[config.mk]
export PLATFORM = sky130hd
export DESIGN_NAME = keypad_text_console
export DESIGN_NICKNAME = d
export VERILOG_FILES = /design/src/rtl/keypad_text_console.sv
export SDC_FILE = /design/constraint.sdc
export NUM_CORES = 1
export LEC_CHECK = 0
export ABC_AREA = 1
export CAP_MARGIN = 20
export CORE_MARGIN = 3
export CORE_UTILIZATION = 40
export DETAILED_ROUTE_END_ITERATION = 6
export PLACE_DENSITY = 0.65
export SLEW_MARGIN = 20
export SYNTH_ARGS = -nofsm -noshare
export SYNTH_HDL_FRONTEND = slang
export SYNTH_SLANG_ARGS = --single-unit
export TNS_END_PERCENT = 50
[constraint.sdc]
create_clock -name clk -period 4.2 [get_ports clk]
set_clock_uncertainty 0.2 [all_clocks]
set_input_delay 0.63 -clock clk [delete_from_list [all_inputs] [get_ports clk]]
set_output_delay 0.63 -clock clk [all_outputs]
set_load 0.05 [all_outputs]
[src/rtl/keypad_text_console.sv]
// Keypad-driven text console: turns key codes into writes to a COLS x ROWS text memory.
// Define CONSOLE_SCROLL_EN to scroll on overflow; otherwise the cursor wraps to a blanked row 0.
module keypad_text_console #(
    parameter int unsigned COLS   = 80,
    parameter int unsigned ROWS   = 30,
    parameter int unsigned ADDR_W = 12,
    parameter logic [7:0]  ATTR   = 8'h0F
) (
    input  logic                      clk,
    input  logic                      rst,
    input  logic [7:0]                key_code,
    input  logic                      key_valid,
    output logic                      key_ready,
    output logic [ADDR_W-1:0]         vga_addr,
    output logic                      vga_we,
    output logic [15:0]               vga_data,
    input  logic [15:0]               vga_rd,
    output logic [$clog2(COLS)-1:0]   cur_col,
    output logic [$clog2(ROWS)-1:0]   cur_row,
    output logic                      busy
);

    localparam int unsigned CW = $clog2(COLS);
    localparam int unsigned RW = $clog2(ROWS);
    localparam logic [ADDR_W-1:0] CELLS_LAST = ADDR_W'(COLS * ROWS - 1);
    localparam logic [ADDR_W-1:0] LINE_LAST  = ADDR_W'(COLS - 1);
    localparam logic [CW-1:0]     COL_MAX    = CW'(COLS - 1);
    localparam logic [RW-1:0]     ROW_MAX    = RW'(ROWS - 1);
    localparam logic [7:0]        SPACE      = 8'h20;
`ifdef CONSOLE_SCROLL_EN
    localparam logic [ADDR_W-1:0] SCROLL_LAST = ADDR_W'(COLS * (ROWS - 1) - 1);
    localparam logic [ADDR_W-1:0] BLANK_BASE  = ADDR_W'(COLS * (ROWS - 1));
`else
    localparam logic [ADDR_W-1:0] BLANK_BASE  = '0;
    logic [15:0] unused_rd;
    assign unused_rd = vga_rd;
`endif

    typedef enum logic [2:0] {
        StIdle, StPut, StClear, StScrollRd, StScrollWr, StBlank
    } state_e;

    state_e            state_q, state_d;
    logic [ADDR_W-1:0] idx_q, idx_d;
    logic [CW-1:0]     col_q, col_d;
    logic [RW-1:0]     row_q, row_d;
    logic [7:0]        char_q, char_d;
    logic              adv_q, adv_d;
    logic              row_adv;
    logic [ADDR_W-1:0] cur_addr;

    assign cur_addr = ADDR_W'(row_q) * ADDR_W'(COLS) + ADDR_W'(col_q);
    assign cur_col  = col_q;
    assign cur_row  = row_q;

    always_ff @(posedge clk or posedge rst) begin
        if (rst) begin
            state_q <= StClear;
            idx_q   <= '0;
            col_q   <= '0;
            row_q   <= '0;
            char_q  <= SPACE;
            adv_q   <= 1'b0;
        end else begin
            state_q <= state_d;
            idx_q   <= idx_d;
            col_q   <= col_d;
            row_q   <= row_d;
            char_q  <= char_d;
            adv_q   <= adv_d;
        end
    end

    always_comb begin
        state_d = state_q;
        idx_d   = idx_q;
        col_d   = col_q;
        row_d   = row_q;
        char_d  = char_q;
        adv_d   = adv_q;
        row_adv = 1'b0;
        unique case (state_q)
            StIdle: begin
                if (key_valid) begin
                    if (key_code >= 8'h20 && key_code <= 8'h7E) begin
                        char_d  = key_code;
                        adv_d   = 1'b1;
                        state_d = StPut;
                    end else if (key_code == 8'h0A) begin
                        row_adv = 1'b1;
                    end else if (key_code == 8'h08) begin
                        // Backspace moves first, then PUT blanks the new cursor cell.
                        if (col_q != '0) begin
                            col_d   = col_q - CW'(1);
                            char_d  = SPACE;
                            adv_d   = 1'b0;
                            state_d = StPut;
                        end else if (row_q != '0) begin
                            col_d   = COL_MAX;
                            row_d   = row_q - RW'(1);
                            char_d  = SPACE;
                            adv_d   = 1'b0;
                            state_d = StPut;
                        end
                    end else if (key_code == 8'h0C) begin
                        idx_d   = '0;
                        state_d = StClear;
                    end
                end
            end
            StPut: begin
                state_d = StIdle;
                if (adv_q) begin
                    if (col_q == COL_MAX) row_adv = 1'b1;
                    else                  col_d   = col_q + CW'(1);
                end
            end
            StClear: begin
                if (idx_q == CELLS_LAST) begin
                    idx_d   = '0;
                    col_d   = '0;
                    row_d   = '0;
                    state_d = StIdle;
                end else begin
                    idx_d = idx_q + ADDR_W'(1);
                end
            end
`ifdef CONSOLE_SCROLL_EN
            StScrollRd: state_d = StScrollWr;
            StScrollWr: begin
                if (idx_q == SCROLL_LAST) begin
                    idx_d   = '0;
                    state_d = StBlank;
                end else begin
                    idx_d   = idx_q + ADDR_W'(1);
                    state_d = StScrollRd;
                end
            end
`endif
            StBlank: begin
                if (idx_q == LINE_LAST) begin
                    idx_d   = '0;
                    state_d = StIdle;
                end else begin
                    idx_d = idx_q + ADDR_W'(1);
                end
            end
            default: state_d = StIdle;
        endcase

        if (row_adv) begin
            col_d = '0;
            if (row_q == ROW_MAX) begin
                idx_d = '0;
`ifdef CONSOLE_SCROLL_EN
                row_d   = ROW_MAX;
                state_d = StScrollRd;
`else
                row_d   = '0;
                state_d = StBlank;
`endif
            end else begin
                row_d = row_q + RW'(1);
            end
        end
    end

    always_comb begin
        vga_we    = 1'b0;
        vga_addr  = '0;
        vga_data  = '0;
        key_ready = 1'b0;
        busy      = 1'b1;
        unique case (state_q)
            StIdle: begin
                key_ready = 1'b1;
                busy      = 1'b0;
            end
            StPut: begin
                vga_we   = 1'b1;
                vga_addr = cur_addr;
                vga_data = {ATTR, char_q};
            end
            StClear: begin
                vga_we   = 1'b1;
                vga_addr = idx_q;
                vga_data = {ATTR, SPACE};
            end
`ifdef CONSOLE_SCROLL_EN
            StScrollRd: vga_addr = idx_q + ADDR_W'(COLS);
            StScrollWr: begin
                vga_we   = 1'b1;
                vga_addr = idx_q;
                vga_data = vga_rd;
            end
`endif
            StBlank: begin
                vga_we   = 1'b1;
                vga_addr = BLANK_BASE + idx_q;
                vga_data = {ATTR, SPACE};
            end
            default: ;
        endcase
        // Reset is asynchronous, so outputs are forced quiet for its whole duration.
        if (rst) begin
            vga_we    = 1'b0;
            vga_addr  = '0;
            vga_data  = '0;
            key_ready = 1'b0;
            busy      = 1'b1;
        end
    end

endmodule

==> results of run 1 <==
placed cells by master (no fill, tap or decap), types with 5 or more instances in the layout:
cell type / netlist / routed
dfrtp_1: 34 / 34
a21oi_1: 29 / 29
clkdlybuf4s50_1: 0 / 40
nand2_2: 9 / 9
nor2_2: 5 / 5
ha_1: 17 / 17
nand2_1: 179 / 179
nor3_1: 5 / 5
inv_1: 64 / 64
nor2_1: 65 / 65
o21ai_0: 19 / 19
buf_4: 9 / 10
clkbuf_8: 0 / 6
nand2_4: 5 / 5
nand4_1: 9 / 9
nand3_1: 60 / 60
xor2_1: 5 / 5
buf_12: 0 / 6
cell usage after synthesis (4+ instances only):
cell type / n / area share [%]
a21oi_1: 29 / 4.1
buf_2: 4 / 0.57
buf_4: 9 / 1.9
dfrtp_1: 34 / 24
ha_1: 17 / 6.0
inv_1: 64 / 6.8
inv_2: 4 / 0.43
nand2_1: 179 / 19
nand2_2: 9 / 1.6
nand2_4: 5 / 1.6
nand3_1: 60 / 8.5
nand3_2: 4 / 1.1
nand4_1: 9 / 1.6
nor2_1: 65 / 6.9
nor2_2: 5 / 0.89
nor3_1: 5 / 0.71
o21ai_0: 19 / 2.7
xor2_1: 5 / 1.2
power by group through the flow:
stage                     Sequential, W  Clock (W)  Combinational (W)
after global routing           0.000666   0.000282            0.00161
after detailed placement       0.000646          0            0.00142
after global placement         0.000644          0            0.00140
after floorplan                0.000755          0           0.000941
after CTS                      0.000639   0.000268            0.00143
final                          0.000641   0.000261            0.00143
worst min-delay path, cell delays in order, from the launching register on:
cell     delay [ps]
dfrtp_1         350
nand2_1          50
o21ai_0          70
state kept, by name (all words and copies together), names as in the netlist:
signal	count
idx_q	12
char_q	8
cur_col	7
cur_row	5
state_q	3
adv_q	1
per-stage QoR:
stage          instance area, µm²  total power (W)  instances
2_1_floorplan                3530          0.00170        563
3_3_place_gp                 4140          0.00204        706
5_1_grt                      4240          0.00256        714
6_report                     4240          0.00233        714
3_5_place_dp                 4140          0.00207        706
4_1_cts                      4230          0.00234        714
worst min-delay path by stage:
| stage | end | slack, ps | cells after the start |
|---|---|---|---|
| 3_5_place_dp | char_q[0] | 280 | 2 |
| 2_1_floorplan | char_q[0] | 250 | 2 |
| 3_3_place_gp | char_q[0] | 270 | 2 |
| 5_1_grt | char_q[5] | 330 | 2 |
| 4_1_cts | char_q[0] | 300 | 2 |
| 6_report | char_q[1] | 300 | 2 |
layer usage:
layer	global-route usage (%)	up-vias
met1	26.8	1679
met4	3.99	0
met3	2.73	7
met5	0	-
met2	33.4	89
li1	-	1857
timing repair:
item | 4_1_cts | 5_1_grt
gates resized for setup | 0 | 2
endpoints found under the setup margin | 0 | 2
endpoints found under the hold margin | 0 | 0
kinds of logic after synthesis:
kind of cell | Yosys count | share of synthesized area, %
buffers and inverters | 90 | 11.5
other | 1 | 0.107
AND/OR/NAND/NOR | 351 | 45.3
flip-flops | 36 | 25.7
AO/OA/AOI/OAI | 56 | 8.43
adder cells (fa/ha/maj) | 19 | 7.19
XOR/XNOR | 7 | 1.74
layout make-up:
type                       instances  area (µm²)
timing repair buffer              58         621
multi-input combinational        437        2220
sequential                        36         903
fill                             877        4150
clock inverter                     1        7.51
inverter                          70         267
clock buffer                       7        86.3
tap                              105         131
==> reports/summary.md, run 1 <==
The run gives 0 as the number of hold violations in the final report. By startpoint and endpoint, the worst setup path is classified as flip-flop to output pin. The highest clock frequency the design can meet is 258 MHz, and the detailed-placement wirelength estimate is 7430 µm. The largest single stage delay on the critical path is 700 ps. The number of violations reported at the end of detailed-routing iteration 0 is 172, and the number of maximum-capacitance constraint violations is 0. The cell area after synthesis is 3520 µm². The average cell area after synthesis was 6.28 µm²; the switching part of the total power was 52.6%. For this design the top-level I/O count stands at 70. The number of pins with negative max-slew slack in the final report is 0, and the number of hold buffers added after cts is 0. The signal on the critical path passes through ha_1, ha_1, inv_1, fa_1, inv_1, or2_2, nand3_1, a21oi_1, clkdlybuf4s50_1.

The share of flip-flops with an asynchronous set or reset after synthesis works out to 100%. The depth of the critical timing path with buffers and inverters included is 9. Topmost layer with routed signal wires: met4. Once the floorplan was initialized, standard cells occupied 41.9% of the core. The logs give 27.5% for the part of the total power dissipated in sequential elements and 23 for the maximum number of pins on one net before global-route repair.

The post-synthesis to final-layout area growth is 20.5%. Counting every instance in the synthesized netlist gives 560. The number of antenna diodes in the final layout is 0.

Clock-pin slew was measured on the worst setup and hold paths at 80 ps. Once detail routing completed, the nets flagged for antenna violations numbered 0. The final routed DRC violation total was 0; the flop-to-flop setup slack was 1990 ps. In the final routing, the length of wire on met1 measures 4340 µm. TritonCTS created 5 clock buffers. The core area is 8380 µm², and the number of library cell types mapped by synthesis is 39. The signal arrival time at the worst endpoint came out at 3050 ps.

The cell count of the worst reg-to-reg path is 10. The critical-path maximum fanout came out at 11. Setup repair after global routing left no endpoint under its margin. In this run the tool buffered the top-level ports with 49 buffer cells. The analysis attributes to net switching a power of 0.00123 W. The wire length per cell after detailed routing is 13.3 µm, and the count of yosys warnings during synthesis is 0. The post-route netlist has 10.0% of its cells at a drive strength greater than 1. In this run the worst setup path terminates at vga_addr[8]. Summed over all nets, wire length on met3 after detailed routing comes to 428 µm. In this run the power density over the cells is 550 nW/µm².

Summed over all cells, the static leakage comes to 2.17 nW. Measured on the finished design, the core utilization comes to 50.5%. The worst reg2reg path startpoint is cur_col[0].

The number of enable flip-flop cells after synthesis was 0. The worst setup path is captured at an output pin. Routability-driven placement finished with a final weighted congestion of 0.896.

The logs give 19.7% for the total routing resource utilization after global routing and 290 ps for the clock insertion delay at the later pin of the skew report. Slew at the pin with the worst max-slew slack: 756 ps. The run gives 3412 as the via count of the first global-routing pass. The flow ran to the end, and the final reports show no timing, DRC or antenna violations. Cell at the root of the clock tree: clkbuf_8. At the worst endpoint, the required time is 3370 ps. The launch point of the critical path is cur_row[2]. The clock passes through at most 2 buffers.

In the synthesized netlist the dominant register cell turns out to be dfrtp_1. Summed over all layers, the routed wires come to 9520 µm. Broken down by cell family, the worst path's largest delay share belongs to adder cells. The run gives 61.3% as the proportion of power drawn by combinational gates. Setup violations remaining at the end of the flow were counted as 0. Per-cell via count in the routed design: 5.09. The buffer and inverter count on the worst path is 3. The tools report the remaining max-slew budget at the tightest pin as 49.6%.

The height of the chip was 99.8 µm; the via count was 3632. Cell internal power was estimated by the tool at 0.00110 W. The net count of the finished layout is 654. The buffer count from post-CTS setup fixing is 0, and the post-layout minimum cycle time is 3880 ps. The H-tree was split into 2 levels. The site row count came out at 33. The die covers 9950 µm². The clock sink count was 36; the portion of the clock cycle consumed by the worst path in the final layout was 92.3%.

The tools report the beginning of the worst hold path as char_q[1]. The first TritonRoute pass finished after 4 iterations. The flop and latch count out of synthesis is 36. Timing analysis after detailed placement gives a worst setup slack of 465 ps. The worst register-to-register path ends at cur_col[6]. The tools report the initial antenna violation count as 0. The tools report the type of element launching the critical path as a flip-flop. Sequential cells were found to cover 25.7% of the synthesized design area. TritonCTS built the clock tree. The amount of wire on met2 after detailed routing is 4690 µm, and the final-layout setup total negative slack is 0 ps.

Final critical-path setup slack: 324 ps. In this run the horizontal extent of the chip is 99.8 µm. The min-delay analysis places its worst path in the category flip-flop to flip-flop. The slowest stage of the critical path belongs to the cell clkdlybuf4s50_1. VDD sags by at most 0.223 mV. Hold is met by 299 ps.

The run gives 16300 µm as the wire length of the first global-routing pass. The clock network accounts for 11.2% of the total power. The tools report the leftover overflow at the end of global routing as 0.
Power figures use the tool's default switching activity.
==> run 2, diff against run 1 <==
Settings changed: CORE_MARGIN 3 to 8.
==> run 2 against run 1 <==
  * Cell area increased by 0.30%
  * Sequential power is 3% higher
  * Critical path depth did not move
  * Sequential share of layout area fell by 0.063 points
  * Setup slack got worse by 13 ps
  * Die area rose by 21%
  * Critical path type unchanged
  * Highest routed layer unchanged
==> reports/summary.md, run 2 (synthesized netlist as in run 1, its figures left out) <==
The flow ran to the end, and the final reports show no timing, DRC or antenna violations. The worst reg2reg path startpoint is state_q[2] (was cur_col[0]). The share of layout cells above drive strength 1 is 10.2% (was 10.0%).

The commonest non-fill, non-tap cell in the layout was nand2_1 (unchanged). Worst-case clock buffer depth: 2 (unchanged). The clock edge transition at the registers on the reported setup and hold paths works out to 90 ps (was 80 ps).

The remaining number of nets flagged by the antenna check after routing was 0 (unchanged); the number of hold buffers added after cts was 0 (unchanged). The maximum number of pins on one net before global-route repair is 19 (was 23), and the effective utilization at floorplan is 40.7% (was 41.9%). The post-layout minimum cycle time was 3890 ps (was 3880 ps). Largest register by flop count: idx_q (unchanged). The tools report the proportion of power drawn by combinational gates as 58.3% (was 61.3%). The type of the worst setup path was flip-flop to output pin (unchanged).

Diode insertion count for antenna repair: 0 (unchanged). The tools report the number of detailed-route iterations in the first pass as 5 (was 4). The tools report the endpoint of the most critical setup path as vga_addr[8] (unchanged).

The run gives 0 (unchanged) as the number of maximum-capacitance constraint violations. For the wire length of the first global-routing pass, the log shows 16100 µm (was 16300 µm). The logs give 9870 µm (was 9520 µm) for the wire length after detailed routing and 1990 ps (about the same) for the flop-to-flop setup slack. The peak supply drop was 0.217 mV (was 0.223 mV); the global routing usage on met2 was 29.1% (was 33.4%).

Type of destination of the critical path: an output pin (unchanged). The slew at the pin with the worst max-slew slack was 566 ps (was 756 ps); the detailed-placement wirelength estimate was 7680 µm (was 7430 µm). For the number of hold violations in the final report, the log shows 0 (unchanged).

The cell internal power dissipation came out at 0.00114 W (was 0.00110 W). The tools report the placed instance count as 708 (was 706). Type of element launching the critical path: a flip-flop (unchanged). The run gives 3370 ps (about the same) as the required time of the worst setup path. Signal arrival time at the worst endpoint: 3060 ps (was 3050 ps). Cell count of the worst reg-to-reg path: 10 (unchanged). The tools report the switching power summed over all nets as 0.00124 W (was 0.00123 W). The tools report the clock sink count as 36 (unchanged). The total setup violations reported at the end of the flow was 0 (unchanged).

The run gives 0.904 (was 0.896) as the routability congestion estimate from global placement. Number of port buffers: 49 (unchanged). Most frequent cells in the layout: 179 x nand2_1, 65 x nor2_1, 64 x inv_1, 60 x nand3_1, 40 x clkdlybuf4s50_1 (unchanged).

Peak-usage layer in the global routing report: met2 (unchanged). The run gives 5 (unchanged) as the number of buffers created by CTS. The number of pins with negative max-slew slack in the final report is 0 (unchanged), and the switching part of the total power is 52.2% (was 52.6%). Setup repair after global routing left no endpoint under its margin. TritonCTS built the clock tree. The tools report the cell at the root of the clock tree as clkbuf_8 (unchanged).

The critical-path maximum fanout was 11 (unchanged). The height of the chip came out at 110 µm (was 99.8 µm). The post-layout net count was 653 (was 654). For the leakage power total, the log shows 2.15 nW (was 2.17 nW). The post-synthesis to final-layout area growth was 20.8% (was 20.5%); the top-level I/O count was 70 (unchanged).

The number of violations reported at the end of detailed-routing iteration 0 was 157 (was 172). The class of the tightest hold or removal check was flip-flop to flip-flop (unchanged). Global-route met3 utilization: 3.22% (was 2.73%). The clock network fraction of design power is 13.9% (was 11.2%).

Flip-flop count of the largest register after layout: 12 (unchanged). Buffer count from post-CTS setup fixing: 0 (unchanged). The final-layout setup total negative slack came out at 0 ps (unchanged). The met1 usage was 20.7% (was 26.8%); the H-tree level count was 2 (unchanged).

The part of the total power dissipated in sequential elements was 27.8% (was 27.5%). The end of the worst register-to-register path was cur_col[2] (was cur_col[6]). The die area was 12000 µm² (was 9950 µm²); the total routing resource utilization after global routing was 16.7% (was 19.7%). The tools report the clock insertion delay at the later pin of the skew report as 300 ps (was 290 ps). The width of the die came out at 110 µm (was 99.8 µm). The core area was 8640 µm² (was 8380 µm²).

The leftover overflow at the end of global routing is 0 (unchanged), and the highest clock frequency the design can meet is 257 MHz (was 258 MHz). Remaining max-slew budget at the tightest pin: 62.3% (was 49.6%). For the final routed DRC violation total, the log shows 0 (unchanged). Post-CTS resize count: 0 (unchanged).

For the initial antenna violation count, the log shows 0 (unchanged). The site row count is 34 (was 33). The power per unit of standard cell area was 559 nW/µm² (was 550 nW/µm²); the portion of the clock cycle consumed by the worst path in the final layout was 92.6% (was 92.3%).

The wire length per cell after detailed routing came out at 13.8 µm (was 13.3 µm). The tools report the launch point of the critical path as cur_row[2] (unchanged). The final cell count without fillers was 716 (was 714); the via count was 3609 (was 3632). Per-cell via count in the routed design: 5.04 (was 5.09). For the via count of the first global-routing pass, the log shows 3397 (was 3412).
[run 2: per-layer routing]
metal / vias up / share of wire [%]
li1: 1859 / -
met1: 1649 / 43
met2: 96 / 51
met3: 5 / 5.6
met4: 0 / 0.36
met5: - / 0
[run 2: how the worst min path moves through the flow]
stage | slack, ps | startpoint | to | depth (start not counted)
6_report | 300 | char_q[1] | char_q[1] | 2
2_1_floorplan | 250 | char_q[0] | char_q[0] | 2
5_1_grt | 320 | char_q[7] | char_q[7] | 2
4_1_cts | 300 | char_q[1] | char_q[1] | 2
3_5_place_dp | 280 | char_q[1] | char_q[1] | 2
3_3_place_gp | 270 | char_q[0] | char_q[0] | 2
[run 2: critical path, cell delays in order, from the launching register on]
cell	delay [ps]
dfrtp_1	610
ha_1	230
ha_1	160
inv_1	60
fa_1	510
inv_1	60
or2_2	290
nand3_1	80
a21oi_1	70
clkdlybuf4s50_1	700
[run 2: area by class of cell]
class	count	area, µm²
Timing Repair Buffer	57	608
Sequential cell	36	903
Fill cell	915	4390
Clock buffer	5	68.8
Tap cell	108	135
Clock inverter	3	46.3
Multi-Input combinational cell	437	2220
Inverter	70	267
[run 2: power groups by stage]
| stage | registers [W] | logic, W | clock network (W) |
|---|---|---|---|
| global placement | 0.000661 | 0.00136 | 0 |
| floorplan | 0.000755 | 0.000941 | 0 |
| global route | 0.000681 | 0.00157 | 0.000348 |
| detailed placement | 0.000664 | 0.00138 | 0 |
| CTS | 0.000659 | 0.00139 | 0.000339 |
| finish | 0.000660 | 0.00139 | 0.000330 |
[run 2: per-stage QoR]
| step | power, W | hold slack, ps | setup slack, ps | instance area, µm² | util (%) |
|---|---|---|---|---|---|
| after global routing | 0.00260 | 315 | 102 | 4250 | 49.2 |
| after global placement | 0.00202 | 268 | 497 | 4130 | 47.8 |
| final | 0.00237 | 300 | 311 | 4250 | 49.2 |
| after detailed placement | 0.00205 | 282 | 455 | 4130 | 47.8 |
| after floorplan | 0.00170 | 253 | 340 | 3530 | - |
| after CTS | 0.00239 | 304 | 104 | 4250 | 49.2 |
==> run 3, diff against run 2 <==
Settings changed: DONT_BUFFER_PORTS from default to 1, PLACE_DENSITY 0.65 to 0.54.
==> run 3 against run 2 <==
  * Clock power is 4% lower
  * Die area stayed put
  * Cell area is 9.0% lower
  * Maximum frequency is 8.0% higher
  * Combinational power is 12% lower
  * Highest routed layer unchanged
  * Worst hold slack worse by 150 ps
  * Flip-flop and latch count stayed put
==> reports/summary.md, run 3 (synthesized netlist as in run 1, its figures left out) <==
The cell at the root of the clock tree is clkbuf_8 (unchanged). The final routed DRC violation total was 0 (unchanged); the number of detailed-route iterations in the first pass was 4 (was 5). For the effective utilization at floorplan, the log shows 40.7% (unchanged).

Type of destination of the critical path: an output pin (unchanged). The number of port buffers came out at 0 (was 49). The gate family responsible for the most delay along the worst path is adder cells (unchanged).

The tools report the wire length of the first global-routing pass as 16300 µm (was 16100 µm). The wire length per cell after detailed routing was 14.3 µm (was 13.8 µm); the portion of the clock cycle consumed by the worst path in the final layout was 85.8% (was 92.6%). The critical-path maximum fanout came out at 11 (unchanged). The library cell contributing the largest single delay on the critical path was dfrtp_1 (was clkdlybuf4s50_1). The tools report the remaining number of nets flagged by the antenna check after routing as 0 (unchanged). For the clock sink count, the log shows 36 (unchanged).

The total setup violations reported at the end of the flow came out at 0 (unchanged). The final-layout setup total negative slack was 0 ps (unchanged); the site row count was 34 (unchanged). The run gives 0 (unchanged) as the leftover overflow at the end of global routing. Total power of the final layout: 0.00227 W (was 0.00237 W). The remaining max-slew budget at the tightest pin is 34.9% (was 62.3%).

For the worst-case clock buffer depth, the log shows 2 (unchanged). The commonest non-fill, non-tap cell in the layout was nand2_1 (unchanged). The type of element launching the critical path is a flip-flop (unchanged). The routability congestion estimate from global placement is 0.842 (was 0.904), and the height of the chip is 110 µm (unchanged). The number of maximum-capacitance constraint violations was 0 (unchanged); the post-CTS resize count was 0 (unchanged). The signal arrival time at the worst endpoint came out at 2770 ps (was 3060 ps). The wire length after detailed routing is 9790 µm (was 9870 µm). The number of buffers created by CTS is 5 (unchanged). Class of the tightest hold or removal check: primary input to async pin (was flip-flop to flip-flop). The core area is 8640 µm² (unchanged). Type of the worst setup path: flip-flop to output pin (unchanged). The run gives 2 (unchanged) as the H-tree level count. The die area is 12000 µm² (unchanged).

The post-layout net count is 623 (was 653), and the required time of the worst setup path is 3370 ps (about the same). The post-layout minimum cycle time works out to 3600 ps (was 3890 ps). The run gives 1650 ps (was 1990 ps) as the flop-to-flop setup slack. Setup repair after global routing left no endpoint under its margin. The per-cell via count in the routed design was 5.06 (was 5.04). The tools report the highest clock frequency the design can meet as 278 MHz (was 257 MHz).

The largest register by flop count was idx_q (unchanged). The run gives 3247 (was 3397) as the via count of the first global-routing pass. The most numerous cell type found on the critical path is nand2_1. Post-synthesis to final-layout area growth: 10.0% (was 20.8%).

The maximum number of pins on one net before global-route repair was 23 (was 19). Most frequent cells in the layout: 179 x nand2_1, 65 x nor2_1, 64 x inv_1, 60 x nand3_1, 34 x dfrtp_1 (was 179 x nand2_1, 65 x nor2_1, 64 x inv_1, 60 x nand3_1, 40 x clkdlybuf4s50_1). The maximum single-stage delay on the critical path is 610 ps (was 700 ps). List of cells traversed by the critical path: ha_1, ha_1, inv_1, fa_1, nor2_1, nand3_1, a21oi_1, nand2_1, nand2_1, nand2_1, a21oi_1, buf_4 (was ha_1, ha_1, inv_1, fa_1, inv_1, or2_2, nand3_1, a21oi_1, clkdlybuf4s50_1). Slew at the pin with the worst max-slew slack: 976 ps (was 566 ps). The tools report the initial antenna violation count as 0 (unchanged).

The buffer and inverter count on the worst path is 2 (was 3). The number of hold violations in the final report is 0 (unchanged). The run gives 300 ps (about the same) as the clock insertion delay at the later pin of the skew report. The leakage power total is 2.03 nW (was 2.15 nW). The power per unit of standard cell area is 587 nW/µm² (was 559 nW/µm²), and the buffer count from post-CTS setup fixing is 0 (unchanged). The width of the die came out at 110 µm (unchanged).

The run gives 7680 µm (about the same) as the detailed-placement wirelength estimate. The top-level I/O count came out at 70 (unchanged). Number of pins with negative max-slew slack in the final report: 0 (unchanged). The via count is 3468 (was 3609), and the number of hold buffers added after cts is 0 (unchanged).

TritonCTS built the clock tree. The peak supply drop was 0.215 mV (was 0.217 mV). The total routing resource utilization after global routing is 16.9% (was 16.7%), and the diode insertion count for antenna repair is 0 (unchanged). The flip-flop count of the largest register after layout is 12 (unchanged), and the clock edge transition at the registers on the reported setup and hold paths is 80 ps (was 90 ps).

The flow ran to the end, and the final reports show no timing, DRC or antenna violations. The number of violations reported at the end of detailed-routing iteration 0 is 129 (was 157). The share of layout cells above drive strength 1 is 13.0% (was 10.2%), and the final design utilization is 44.8% (was 49.2%).
run 3: area by class of cell:
| type | instances | area (µm²) |
|---|---|---|
| Tap cell | 108 | 135 |
| Clock inverter | 3 | 42.5 |
| Clock buffer | 5 | 68.8 |
| Sequential cell | 36 | 903 |
| Multi-Input combinational cell | 437 | 2240 |
| Fill cell | 936 | 4770 |
| Timing Repair Buffer | 27 | 215 |
| Inverter | 70 | 267 |
run 3: worst paths after layout:
path | startpoint | to | cells past startpoint
max | cur_row[2] | vga_addr[11] | 12
min | rst | idx_q[2] | 1
max reg2reg | cur_col[0] | cur_col[3] | 10
min reg2reg | char_q[0] | char_q[0] | 2
max in group asynchronous | rst | state_q[1] | 2
min in group clk | key_code[0] | char_q[0] | 2
run 3: through the flow:
stage / hold WS, ps / setup slack, ps / instance area (µm²) / instances
floorplan: 253 / 340 / 3530 / 563
global placement: 266 / 949 / 3760 / 678
detailed placement: 274 / 942 / 3760 / 678
CTS: 164 / 594 / 3870 / 686
global route: 177 / 327 / 3870 / 686
finish: 147 / 598 / 3870 / 686
run 3: metal layers:
| layer | up-vias | GRT usage [%] | part of all wire, % |
|---|---|---|---|
| met3 | 6 | 2.93 | 4.4 |
| met5 | - | 0 | 0 |
| met4 | 0 | 3.28 | 0.61 |
| met2 | 57 | 28.5 | 49 |
| li1 | 1809 | - | - |
| met1 | 1596 | 22.1 | 46 |
run 3: report_power, final:
| group | switching (W) | internal [W] |
|---|---|---|
| Sequential | 0.000275 | 0.000451 |
| Combinational | 0.000806 | 0.000422 |
| Clock | 0.000140 | 0.000176 |
| Total | 0.00122 | 0.00105 |
